File: config.mk
export PLATFORM = sky130hd
export DESIGN_NAME = mmio_uart_tx_flat
export DESIGN_NICKNAME = d
export VERILOG_FILES = /design/src/rtl/mips_io_pkg.sv /design/src/rtl/mmio_uart_tx_if.sv /design/src/rtl/sync_fifo.sv /design/src/rtl/mmio_uart_tx.sv /design/src/flat_wrapper.sv
export SDC_FILE = /design/constraint.sdc
export NUM_CORES = 1
export LEC_CHECK = 0
export ABC_CLOCK_PERIOD_IN_PS = 6600
export CAP_MARGIN = 20
export CORE_ASPECT_RATIO = 0.8
export CORE_MARGIN = 2
export CORE_UTILIZATION = 47
export DETAILED_ROUTE_END_ITERATION = 7
export HOLD_SLACK_MARGIN = 0.15
export PLACE_DENSITY = 0.76
export SYNTH_ARGS = -nofsm -noshare
export SYNTH_HDL_FRONTEND = slang
export SYNTH_SLANG_ARGS = --single-unit
File: constraint.sdc
create_clock -name Clk -period 6.6 [get_ports Clk]
set_input_delay 1.65 -clock Clk [delete_from_list [all_inputs] [get_ports Clk]]
set_output_delay 1.65 -clock Clk [all_outputs]
set_load 0.02 [all_outputs]
File: src/rtl/mips_io_pkg.sv
`timescale 1ns/1ps
`default_nettype none
// ============================================================================
//  Module      : mips_io_pkg
//  Description : Shared constants for the memory-mapped UART transmitter:
//                register offsets, FSM state encoding, STATUS bit indices
//                and the BAUDDIV clamp helper.
//  Revision    : 1.0 - initial release
// ============================================================================
package mips_io_pkg;

    // Register offsets decoded from Ad[3:2]
    localparam logic [1:0] UART_TXDATA  = 2'd0;
    localparam logic [1:0] UART_STATUS  = 2'd1;
    localparam logic [1:0] UART_BAUDDIV = 2'd2;

    // Transmit FSM state encoding
    typedef enum logic [1:0] {
        ST_IDLE  = 2'd0,
        ST_START = 2'd1,
        ST_DATA  = 2'd2,
        ST_STOP  = 2'd3
    } uart_state_e;

    // STATUS bit positions; bit 4 is reserved and reads 0
    localparam int STAT_FULL   = 0;
    localparam int STAT_EMPTY  = 1;
    localparam int STAT_BUSY   = 2;
    localparam int STAT_OVF    = 3;
    localparam int STAT_IRQ_EN = 5;

    // A divider below 2 cannot produce a sensible bit period
    function automatic logic [15:0] clamp_baud(input logic [15:0] v);
        return (v < 16'd2) ? 16'd2 : v;
    endfunction

endpackage
`default_nettype wire

File: src/rtl/mmio_uart_tx_if.sv
`timescale 1ns/1ps
`default_nettype none
// ============================================================================
//  Module      : mmio_uart_tx_if
//  Description : CPU data-bus side of the UART transmitter (address, store
//                data, store type, select and read data).
//  Revision    : 1.0 - initial release
// ============================================================================
interface mmio_uart_tx_if;
    logic        Sel;
    logic [31:0] Ad;
    logic [31:0] WrData;
    logic [2:0]  MemWr;
    logic [31:0] DM;

    modport master (output Sel, Ad, WrData, MemWr, input  DM);
    modport slave  (input  Sel, Ad, WrData, MemWr, output DM);
endinterface
`default_nettype wire

File: src/rtl/sync_fifo.sv
`timescale 1ns/1ps
`default_nettype none
// ============================================================================
//  Module      : sync_fifo
//  Description : Single-clock FIFO with count-derived full/empty. A push
//                while full is accepted only if a pop happens in the same
//                cycle. Pops on an empty FIFO are ignored.
//  Revision    : 1.0 - initial release
// ============================================================================
module sync_fifo #(
    parameter int WIDTH = 8,
    parameter int DEPTH = 8
) (
    input  wire logic                     Clk,
    input  wire logic                     Reset,
    input  wire logic                     push_i,
    input  wire logic [WIDTH-1:0]         wdata_i,
    input  wire logic                     pop_i,
    output logic      [WIDTH-1:0]         rdata_o,
    output logic                          full_o,
    output logic                          empty_o,
    output logic      [$clog2(DEPTH):0]   count_o
);
    localparam int AW = $clog2(DEPTH);
    localparam logic [AW:0] FULL_CNT = (AW+1)'(DEPTH);

    logic [WIDTH-1:0] mem_q [DEPTH];
    logic [AW-1:0]    wptr_q;
    logic [AW-1:0]    rptr_q;
    logic [AW:0]      count_q;
    logic             do_push;
    logic             do_pop;

    assign empty_o = (count_q == '0);
    assign full_o  = (count_q == FULL_CNT);
    assign count_o = count_q;
    assign rdata_o = mem_q[rptr_q];
    assign do_pop  = pop_i & ~empty_o;
    assign do_push = push_i & (~full_o | do_pop);

    // Pointer and occupancy tracking; pointers wrap naturally (power-of-two depth)
    always_ff @(posedge Clk or posedge Reset) begin
        if (Reset) begin
            wptr_q  <= '0;
            rptr_q  <= '0;
            count_q <= '0;
        end else begin
            if (do_push) wptr_q <= wptr_q + 1'b1;
            if (do_pop)  rptr_q <= rptr_q + 1'b1;
            case ({do_push, do_pop})
                2'b10:   count_q <= count_q + 1'b1;
                2'b01:   count_q <= count_q - 1'b1;
                default: count_q <= count_q;
            endcase
        end
    end

    // Storage array; contents are don't-care until written
    always_ff @(posedge Clk) begin
        if (do_push) mem_q[wptr_q] <= wdata_i;
    end

endmodule
`default_nettype wire

File: src/rtl/mmio_uart_tx.sv
`timescale 1ns/1ps
`default_nettype none
// ============================================================================
//  Module      : mmio_uart_tx
//  Description : Memory-mapped 8N1 UART transmitter. Stores to TXDATA are
//                queued in a FIFO and serialised on Tx; STATUS and BAUDDIV
//                are readable combinationally on DM.
//                Optional feature macro: MMIO_UART_TX_IRQ_EN (irq_en bit and
//                registered Irq output).
//  Revision    : 1.0 - initial release
// ============================================================================
module mmio_uart_tx
    import mips_io_pkg::*;
#(
    parameter int          DEPTH      = 8,
    parameter logic [15:0] BAUD_RESET = 16'd434
) (
    input  wire logic      Clk,
    input  wire logic      Reset,
    mmio_uart_tx_if.slave  bus,
    output logic           Tx,
    output logic           Irq
);
    logic [1:0]           addr;
    logic                 wr;
    logic                 push;
    logic                 pop;
    logic [7:0]           fifo_rdata;
    logic                 fifo_full;
    logic                 fifo_empty;
    logic [$clog2(DEPTH):0] fifo_count;
    logic                 busy;
    logic                 bit_end;
    logic                 irq_en;
    logic [31:0]          status_word;

    uart_state_e state_q, state_d;
    logic [15:0] cnt_q,    cnt_d;
    logic [2:0]  bitcnt_q, bitcnt_d;
    logic [7:0]  shreg_q,  shreg_d;
    logic [15:0] bdiv_q,   bdiv_d;
    logic        tx_q,     tx_d;
    logic [15:0] baud_q;
    logic        ovf_q;

    assign addr    = bus.Ad[3:2];
    assign wr      = bus.Sel & (bus.MemWr != 3'b000);
    assign push    = wr & (addr == UART_TXDATA);
    assign busy    = (state_q != ST_IDLE);
    assign bit_end = (cnt_q == bdiv_q - 16'd1);
    assign Tx      = tx_q;

    // Address bits outside the decoded window and the upper store data are not used
    logic unused_bits;
    assign unused_bits = ^{bus.Ad[31:4], bus.Ad[1:0], bus.WrData[31:16], fifo_count};

    sync_fifo #(.WIDTH(8), .DEPTH(DEPTH)) u_fifo (
        .Clk     (Clk),
        .Reset   (Reset),
        .push_i  (push),
        .wdata_i (bus.WrData[7:0]),
        .pop_i   (pop),
        .rdata_o (fifo_rdata),
        .full_o  (fifo_full),
        .empty_o (fifo_empty),
        .count_o (fifo_count)
    );

    // Control registers: BAUDDIV and the sticky overflow flag
    always_ff @(posedge Clk or posedge Reset) begin
        if (Reset) begin
            baud_q <= BAUD_RESET;
            ovf_q  <= 1'b0;
        end else begin
            if (wr && addr == UART_BAUDDIV) baud_q <= clamp_baud(bus.WrData[15:0]);
            if (wr && addr == UART_STATUS)
                ovf_q <= 1'b0;
            else if (push && fifo_full && !pop)
                ovf_q <= 1'b1;
        end
    end

`ifdef MMIO_UART_TX_IRQ_EN
    logic irq_en_q;
    logic irq_q;
    assign irq_en = irq_en_q;
    assign Irq    = irq_q;

    // Interrupt enable and level interrupt: raised once the line is idle and drained
    always_ff @(posedge Clk or posedge Reset) begin
        if (Reset) begin
            irq_en_q <= 1'b0;
            irq_q    <= 1'b0;
        end else begin
            if (wr && addr == UART_STATUS) irq_en_q <= bus.WrData[5];
            irq_q <= irq_en_q & fifo_empty & ~busy;
        end
    end
`else
    assign irq_en = 1'b0;
    assign Irq    = 1'b0;
`endif

    // Transmit datapath and FSM state register; Tx idles high
    always_ff @(posedge Clk or posedge Reset) begin
        if (Reset) begin
            state_q  <= ST_IDLE;
            cnt_q    <= '0;
            bitcnt_q <= '0;
            shreg_q  <= '0;
            bdiv_q   <= BAUD_RESET;
            tx_q     <= 1'b1;
        end else begin
            state_q  <= state_d;
            cnt_q    <= cnt_d;
            bitcnt_q <= bitcnt_d;
            shreg_q  <= shreg_d;
            bdiv_q   <= bdiv_d;
            tx_q     <= tx_d;
        end
    end

    // Next-state logic: each level is held for bdiv clocks; frames run back-to-back
    always_comb begin
        state_d  = state_q;
        cnt_d    = cnt_q;
        bitcnt_d = bitcnt_q;
        shreg_d  = shreg_q;
        bdiv_d   = bdiv_q;
        tx_d     = tx_q;
        pop      = 1'b0;
        case (state_q)
            ST_IDLE: begin
                if (!fifo_empty) begin
                    pop     = 1'b1;
                    shreg_d = fifo_rdata;
                    bdiv_d  = baud_q;
                    tx_d    = 1'b0;
                    cnt_d   = '0;
                    state_d = ST_START;
                end
            end
            ST_START: begin
                if (bit_end) begin
                    cnt_d    = '0;
                    tx_d     = shreg_q[0];
                    bitcnt_d = '0;
                    state_d  = ST_DATA;
                end else begin
                    cnt_d = cnt_q + 16'd1;
                end
            end
            ST_DATA: begin
                if (bit_end) begin
                    cnt_d = '0;
                    if (bitcnt_q == 3'd7) begin
                        tx_d    = 1'b1;
                        state_d = ST_STOP;
                    end else begin
                        shreg_d  = {1'b0, shreg_q[7:1]};
                        tx_d     = shreg_q[1];
                        bitcnt_d = bitcnt_q + 3'd1;
                    end
                end else begin
                    cnt_d = cnt_q + 16'd1;
                end
            end
            ST_STOP: begin
                if (bit_end) begin
                    cnt_d = '0;
                    if (!fifo_empty) begin
                        pop     = 1'b1;
                        shreg_d = fifo_rdata;
                        bdiv_d  = baud_q;
                        tx_d    = 1'b0;
                        state_d = ST_START;
                    end else begin
                        state_d = ST_IDLE;
                    end
                end else begin
                    cnt_d = cnt_q + 16'd1;
                end
            end
            default: begin
                state_d = ST_IDLE;
                tx_d    = 1'b1;
            end
        endcase
    end

    // Read mux: combinational from Ad[3:2], zero when not selected
    always_comb begin
        status_word              = '0;
        status_word[STAT_FULL]   = fifo_full;
        status_word[STAT_EMPTY]  = fifo_empty;
        status_word[STAT_BUSY]   = busy;
        status_word[STAT_OVF]    = ovf_q;
        status_word[STAT_IRQ_EN] = irq_en;
        bus.DM = '0;
        if (bus.Sel) begin
            case (addr)
                UART_STATUS:  bus.DM = status_word;
                UART_BAUDDIV: bus.DM = {16'b0, baud_q};
                default:      bus.DM = '0;
            endcase
        end
    end

endmodule
`default_nettype wire

File: src/flat_wrapper.sv
// flat-port wrapper written by rule: the top's interface ports become plain ports
module mmio_uart_tx_flat import mips_io_pkg::*;
#(
    parameter int          DEPTH      = 8,
    parameter logic [15:0] BAUD_RESET = 16'd434
)
  (Clk, Reset, Tx, Irq, bus_Sel, bus_Ad, bus_WrData, bus_MemWr, bus_DM);
  mmio_uart_tx_if bus_i ();
  input  wire logic Clk;
  input  wire logic Reset;
  output logic Tx;
  output logic Irq;
  input wire logic [$bits(bus_i.Sel)-1:0] bus_Sel;
  input wire logic [$bits(bus_i.Ad)-1:0] bus_Ad;
  input wire logic [$bits(bus_i.WrData)-1:0] bus_WrData;
  input wire logic [$bits(bus_i.MemWr)-1:0] bus_MemWr;
  output wire logic [$bits(bus_i.DM)-1:0] bus_DM;
  assign bus_i.Sel = bus_Sel;
  assign bus_i.Ad = bus_Ad;
  assign bus_i.WrData = bus_WrData;
  assign bus_i.MemWr = bus_MemWr;
  assign bus_DM = bus_i.DM;
  mmio_uart_tx #(.DEPTH(DEPTH), .BAUD_RESET(BAUD_RESET)) u_core (.Clk(Clk), .Reset(Reset), .bus(bus_i), .Tx(Tx), .Irq(Irq));
endmodule
==> run summary, run 1 <==
STATUS
----------------------------------------------------------------------------------
Outcome                                                               finished, final reports clean

HOLD PATH
----------------------------------------------------------------------------------
Origin of the worst min-delay path                                    u_core.shreg_q[0]$_DFFE_PP0P_
Hold/Removal Path Class                                               flop to flop

CRITICAL PATH
----------------------------------------------------------------------------------
Crit path DAT                                                              3690 ps
Crit Path Max Fanout                                                            17
Worst r2r src                                                         u_core.bdiv_q[0]$_DFFE_PP0P_
Crit path kind                                                        primary input to primary output
Setup crit end kind                                                   primary output
Startpoint of the worst setup timing path                                bus_Ad[2]
Worst endpoint required time                                               4950 ps
Kind of start point of the critical path                              primary input

FLOORPLANNING
----------------------------------------------------------------------------------
Die Y-Extent                                                                113 um
Num ports                                                                      104
Placeable core region                                                   0.0143 mm2
Die width                                                                   140 um
Full die area                                                           0.0157 mm2
Starting utilization of the core area                                        48.3%
Cell Rows                                                                       39

PWR
----------------------------------------------------------------------------------
Leakage                                                                    3.15 nW
Maximum VDD drop                                                            220 uV
Power density over cell area                                            429 mW/mm2
Final total power                                                          3.45 mW

YOSYS
----------------------------------------------------------------------------------
XOR/XNOR Fraction of Synth Area                                              3.28%
Number of unique standard cell types used by synthesis                          68
Largest family of logic cells by synthesized area                     multiplexers
Adder-cell area share of the yosys netlist                                   2.71%
Simple-gate share of the synthesized area                                    12.5%
Synth Area in Compound Gates                                                 9.28%
Count of mapped cells out of synthesis                                         534
Area of the mapped netlist                                             0.00693 mm2
Dominant cell type by area after synthesis                            sky130_fd_sc_hd__edfxtp_1
Post-synth top area share                                                    27.7%
Flop and latch count out of synthesis                                          137
Synthesis warning total                                                          0
Most area-consuming cells after synthesis                             sky130_fd_sc_hd__edfxtp_1, sky130_fd_sc_hd__dfrtp_1, sky130_fd_sc_hd__mux4_2
Fraction of registers with async set or reset after synthesis                53.3%
Mux cell area share after synthesis                                          13.9%
Synthesized area divided by synthesized cell count                        13.0 um2
Sequential share of the synthesized area                                     54.3%
Post-synth EDFFs                                                                64
Most instantiated flip-flop cell in the synthesis netlist             sky130_fd_sc_hd__edfxtp_1

GRT
----------------------------------------------------------------------------------
Initial antenna violation count                                                  0
Largest net degree at the start of global routing                               74
GRT Overall Usage                                                            19.2%
Total congestion overflow after global routing                                   0
Vias in the first global route                                                4572
Global-route wire length before repair                                    23700 um

TIMING
----------------------------------------------------------------------------------
Final setup violation count                                                      0
Setup_tns                                                                     0 ps
Max_slew headroom                                                            37.7%
Hold violation count in the final report                                         0
Count of final max-slew check failures                                           0
Slew of the pin with the lowest slew margin                                 935 ps
Final period util                                                            81.0%
Highest clock frequency the design can meet                              0.187 GHz
Clock skew                                                                 8.32 ps
Clock period minus final worst setup slack                                 5340 ps
RSZ-0062 raised after global routing                                            no

DETAILED ROUTING
----------------------------------------------------------------------------------
Total number of vias                                                          4579
DRT antenna net count                                                            0
Violation count after the first detailed-route iteration                       512
Detail-routed net length per standard cell                                 18.9 um
Via density per instance                                                      5.90
Number of detailed-routing iterations run before antenna repair                  5
Wire length reported by the detailed router                               14600 um
Count of unresolved DRC violations after routing                                 0

CTS
----------------------------------------------------------------------------------
Clock Root Buffer                                                     sky130_fd_sc_hd__clkbuf_16
CTS Buffer Depth                                                                 2
Number of buffers added for setup after CTS                                      0
TritonCTS clock tree                                                          done
Later-pin clock latency in the skew report                                  420 ps
CTS hold repair buffers                                                          0
Num Clock Sinks                                                                137
Clk pin slew, worst setup/hold paths                                         60 ps
H-Tree Depth                                                                     4
Total CTS buffers                                                               17
Number of instances resized during post-cts repair                               0

FLOW RUN
----------------------------------------------------------------------------------
Number of max-cap violations                                                     0

PLACED DESIGN
----------------------------------------------------------------------------------
I/O Buffers                                                                     40
DP HPWL                                                                    9940 um
GP Congestion                                                                0.852

LAYOUT
----------------------------------------------------------------------------------
Antenna Cells                                                                    0
Layout-stage area growth over the synthesis result                           16.0%
Fillers                                                                       1138
Total number of nets in the final design                                       664
Share of final-layout standard cells stronger than drive strength 1          20.4%

area by class of cell:
| cell class | instances | area (um2) | area share [%] |
|---|---|---|---|
| clock buffers | 17 | 425 | 5.29 |
| clock inverters | 15 | 135 | 1.68 |
| inverters | 14 | 52.6 | 0.653 |
| multi-input cells | 363 | 2960 | 36.8 |
| flip-flops and latches | 137 | 3760 | 46.8 |
| well taps | 184 | 230 | 2.86 |
| repair buffers | 46 | 477 | 5.93 |
cell families (layout without fill, tap and decap cells):
family,after synthesis,count (layout)
xor gates and xnor gates,26,26
muxes,68,68
DFF,137,137
and+or+nand+nor,149,149
other,1,17
AOI/OAI and AO/OA,88,88
buffers and inverters,50,92
adders and majority gates,15,15
layout by cell type, fill, tap and decap left out, types with 4 or more instances in the layout:
cell	count
sky130_fd_sc_hd__a31oi_1	13
sky130_fd_sc_hd__nand3_1	14
sky130_fd_sc_hd__clkdlybuf4s50_1	40
sky130_fd_sc_hd__a22o_1	6
sky130_fd_sc_hd__nor2b_1	4
sky130_fd_sc_hd__dfstp_2	11
sky130_fd_sc_hd__mux2_4	9
sky130_fd_sc_hd__and3_1	23
sky130_fd_sc_hd__nor3_1	10
sky130_fd_sc_hd__xnor2_1	16
sky130_fd_sc_hd__conb_1	17
sky130_fd_sc_hd__mux2i_1	12
sky130_fd_sc_hd__a22oi_1	4
sky130_fd_sc_hd__or4_1	5
sky130_fd_sc_hd__a21oi_1	15
sky130_fd_sc_hd__dfrtp_1	62
sky130_fd_sc_hd__nand2_1	28
sky130_fd_sc_hd__nor4_1	5
sky130_fd_sc_hd__and4b_1	4
sky130_fd_sc_hd__inv_1	13
sky130_fd_sc_hd__o21ai_0	22
sky130_fd_sc_hd__xor2_1	10
sky130_fd_sc_hd__or3_1	7
sky130_fd_sc_hd__nor2_1	12
sky130_fd_sc_hd__nand2b_1	13
sky130_fd_sc_hd__and2_1	4
sky130_fd_sc_hd__ha_1	15
sky130_fd_sc_hd__edfxtp_1	64
sky130_fd_sc_hd__inv_6	5
sky130_fd_sc_hd__clkbuf_16	17
sky130_fd_sc_hd__mux4_2	16
sky130_fd_sc_hd__mux2_2	31
final timing paths:
| kind | cells after the start | to | slack (ps) |
|---|---|---|---|
| max | 6 | bus_DM[1] | 1260 |
| min | 1 | u_core.shreg_q[0]$_DFFE_PP0P_ | 510 |
| max reg2reg | 11 | u_core.u_fifo.mem_q[4][3]$_DFFE_PP_ | 2110 |
| min reg2reg | 1 | u_core.shreg_q[0]$_DFFE_PP0P_ | 510 |
| max in group asynchronous | 3 | u_core.bdiv_q[13]$_DFFE_PP0P_ | 4150 |
| min in group asynchronous | 3 | u_core.shreg_q[4]$_DFFE_PP0P_ | 1850 |
metrics by stage:
stage | hold WS (ps) | util (%) | instances | setup slack (ps) | area (um2)
global route | 534 | 56.1 | 776 | 1170 | 8050
global placement | 492 | 51.8 | 741 | 1330 | 7430
detailed placement | 497 | 51.8 | 741 | 1330 | 7430
finish | 508 | 56.1 | 776 | 1260 | 8050
floorplan | 456 | - | 550 | 2350 | 6990
CTS | 506 | 55.7 | 773 | 1320 | 7990
registers in the layout (all words and copies together) (netlist names):
name                   cells
u_core.u_fifo.mem_q       64
u_core.baud_q             16
u_core.bdiv_q             16
u_core.cnt_q              16
u_core.shreg_q             8
u_core.u_fifo.count_o      4
u_core.bitcnt_q            3
u_core.u_fifo.rptr_q       3
u_core.u_fifo.wptr_q       3
u_core.state_q             2
u_core.Tx                  1
u_core.ovf_q               1
where the power goes:
part	internal, mW	leakage [nW]	switching (mW)
sequential	1.09	1.46	0.267
clock	0.495	0.270	0.394
combinational	0.642	1.42	0.561
per-layer routing:
layer	up-vias	global-route usage (%)	routed length [um]
met1	2318	27.3	6840
li1	2085	-	-
met2	163	30.0	6930
met5	-	0	0
met3	13	3.75	729
met4	0	6.73	148
critical path, stage by stage:
cell and delay (ps):
sky130_fd_sc_hd__clkdlybuf4s50_1 430, sky130_fd_sc_hd__inv_1 90, sky130_fd_sc_hd__ha_1 540, sky130_fd_sc_hd__a22oi_1 220, sky130_fd_sc_hd__nor2_1 140, sky130_fd_sc_hd__clkdlybuf4s50_1 620
cells in the mapped netlist, drive strengths merged (6+ instances only):
cell     n
buf     21
nor3    10
mux2    40
dfstp   11
dfrtp   62
or3      7
a31oi   13
mux2i   12
nand2   29
edfxtp  64
xnor2   16
nor2    12
a22o     6
ha      15
nand3   14
or4      6
mux4    16
o21ai   24
xor2    10
nor4     7
nand2b  13
inv     14
a21oi   17
clkbuf  15
and3    23
Note: power is estimated with default switching activity, not from simulation.
==> inputs of run 2 (changes only) <==
ABC_CLOCK_PERIOD_IN_PS = 4300   (was 6600)
PLACE_DENSITY = 0.79   (was 0.76)
clock period = 4.3 ns   (was 6.6 ns; I/O delays follow)
==> run summary, run 2 (synthesized netlist as in run 1, its figures left out) <==
STATUS
----------------------------------------------------------------------------------
Outcome                                                               finished, final reports clean

LAYOUT
----------------------------------------------------------------------------------
Largest register by flop count                                        u_core.u_fifo.mem_q
Multi-input combinational cell area                                    0.00296 mm2   unchanged
Sequential cell area                                                   0.00376 mm2   unchanged
Leading cell types in the layout, fill and taps excluded              sky130_fd_sc_hd__edfxtp_1, sky130_fd_sc_hd__dfrtp_1, sky130_fd_sc_hd__clkdlybuf4s50_1
Share of final-layout standard cells stronger than drive strength 1          21.4%   +0.93 points
Final Util                                                                   56.4%   +0.37 points
Flip-flop count of the largest register, all copies and words added             64   unchanged
Antenna Cells                                                                    0   unchanged
Most common library cell in the layout ignoring fill and taps         sky130_fd_sc_hd__edfxtp_1
Fillers                                                                       1149   +0.97%
Layout-stage area growth over the synthesis result                           16.8%
Total number of nets in the final design                                       671   +1.1%

CTS
----------------------------------------------------------------------------------
Total CTS buffers                                                               17   unchanged
CTS Buffer Depth                                                                 2   unchanged
Num Clock Sinks                                                                137   unchanged
CTS hold repair buffers                                                          0   unchanged
Number of instances resized during post-cts repair                               0   unchanged
Clock Root Buffer                                                     sky130_fd_sc_hd__clkbuf_16
Number of buffers added for setup after CTS                                      0   unchanged
Clk pin slew, worst setup/hold paths                                         60 ps   about the same
TritonCTS clock tree                                                          done
H-Tree Depth                                                                     4   unchanged
Later-pin clock latency in the skew report                                  430 ps   about the same

TIMING
----------------------------------------------------------------------------------
Highest clock frequency the design can meet                              0.242 GHz
RSZ-0062 raised after global routing                                            no
Slew of the pin with the lowest slew margin                                 938 ps   +3.19 ps
Final period util                                                            96.1%
Hold violation count in the final report                                         0   unchanged
Count of final max-slew check failures                                           0   unchanged
Max_slew headroom                                                            37.5%   -0.21 points
Setup_tns                                                                     0 ps   unchanged
Final setup violation count                                                      0   unchanged
Clock period minus final worst setup slack                                 4130 ps
Clock skew                                                                 12.6 ps   +4.25 ps

GRT
----------------------------------------------------------------------------------
Largest net degree at the start of global routing                               74   unchanged
Global-route wire length before repair                                    23900 um   +0.82%
Initial antenna violation count                                                  0   unchanged
Vias in the first global route                                                4506   -1.4%
GRT Overall Usage                                                            19.8%   +0.50 points
Total congestion overflow after global routing                                   0   unchanged

PWR
----------------------------------------------------------------------------------
Leakage                                                                    3.18 nW   +0.97%
Maximum VDD drop                                                            385 uV   +75%
Power density over cell area                                            660 mW/mm2   +54%

DETAILED ROUTING
----------------------------------------------------------------------------------
Wire length reported by the detailed router                               14600 um   -0.38%
Total number of vias                                                          4523   -1.2%
DRT antenna net count                                                            0   unchanged
Number of detailed-routing iterations run before antenna repair                  5   unchanged
Violation count after the first detailed-route iteration                       355   -31%
Count of unresolved DRC violations after routing                                 0   unchanged
Detail-routed net length per standard cell                                 18.6 um   -1.3%
Via density per instance                                                      5.78   -2.1%

CRITICAL PATH
----------------------------------------------------------------------------------
Setup crit end kind                                                   primary output
Worst endpoint required time                                               3220 ps   -1730 ps
Crit path DAT                                                              3060 ps   -630 ps
Crit Path Max Fanout                                                            17   unchanged
Logic depth of the worst register-to-register path                              15   +4
Crit path kind                                                        primary input to primary output
Kind of start point of the critical path                              primary input

FLOORPLANNING
----------------------------------------------------------------------------------
Placeable core region                                                   0.0143 mm2   unchanged
Die Y-Extent                                                                113 um   unchanged
Num ports                                                                      104   unchanged
Cell Rows                                                                       39   unchanged
Starting utilization of the core area                                        48.3%   unchanged
Full die area                                                           0.0157 mm2   unchanged
Die width                                                                   140 um   unchanged

PLACED DESIGN
----------------------------------------------------------------------------------
DP HPWL                                                                    9820 um   -1.2%
GP Congestion                                                                0.868   +1.8%
I/O Buffers                                                                     40   unchanged

HOLD PATH
----------------------------------------------------------------------------------
Hold/Removal Path Class                                               flop to flop
Hold Path Depth                                                                  2   +1

FLOW RUN
----------------------------------------------------------------------------------
Number of max-cap violations                                                     0   unchanged

-- run 2: changes by cell type in the layout (fill, tap and decap cells not counted), sizes merged --
cell	before	now
buf	6	13
bufinv	0	1
clkinv	4	3
clkinvlp	3	4
inv	22	21
-- run 2: through the flow --
step	instance area (um2)	std cells	hold slack [ps]	total power, mW	worst slack (ps)
final	8100	783	507	5.35	170
after global routing	8100	783	535	5.64	3.19
after CTS	8080	782	508	5.34	163
after detailed placement	7500	750	499	3.88	201
after global placement	7500	750	490	3.79	197
after floorplan	6990	550	456	3.46	301
-- run 2: cell type report --
cell class	count	share of cell area, %
clock inverters	15	1.96
multi-input cells	363	36.6
well taps	184	2.84
inverters	14	0.649
repair buffers	53	6.24
clock buffers	17	5.25
flip-flops and latches	137	46.5
-- run 2: worst max-delay path: stages --
cell and delay (ps):
sky130_fd_sc_hd__clkdlybuf4s50_1 420, sky130_fd_sc_hd__inv_1 90, sky130_fd_sc_hd__ha_1 490, sky130_fd_sc_hd__a22oi_1 190
sky130_fd_sc_hd__nor2_1 160, sky130_fd_sc_hd__clkdlybuf4s50_1 620
-- run 2: power breakdown --
part	leakage [nW]	internal [mW]	switching, mW	total, mW
combinational	1.44	0.968	0.863	1.83
sequential	1.46	1.68	0.410	2.09
clock	0.275	0.817	0.614	1.43
total	3.18	3.46	1.89	5.35
-- run 2: path summary, 6_finish.rpt --
kind	from	slack [ps]	endpoint
min reg2reg	u_core.baud_q[1]$_DFFE_PP1P_	510	u_core.bdiv_q[1]$_DFFE_PP1P_
min in group asynchronous	Reset	1230	u_core.shreg_q[3]$_DFFE_PP0P_
max reg2reg	u_core.bdiv_q[0]$_DFFE_PP0P_	560	u_core.u_fifo.count_o[2]$_DFFE_PP0P_
max in group asynchronous	Reset	2430	u_core.baud_q[14]$_DFFE_PP0P_
max	bus_Ad[2]	170	bus_DM[1]
min	u_core.baud_q[1]$_DFFE_PP1P_	510	u_core.bdiv_q[1]$_DFFE_PP1P_
-- run 2: per-layer routing --
layer / part of all wire, % / track usage (%) / wire length (um)
met3: 4.1 / 4.27 / 591
met5: 0 / 0 / 0
met2: 48 / 32.0 / 6990
met1: 47 / 27.2 / 6810
met4: 1.4 / 5.67 / 204
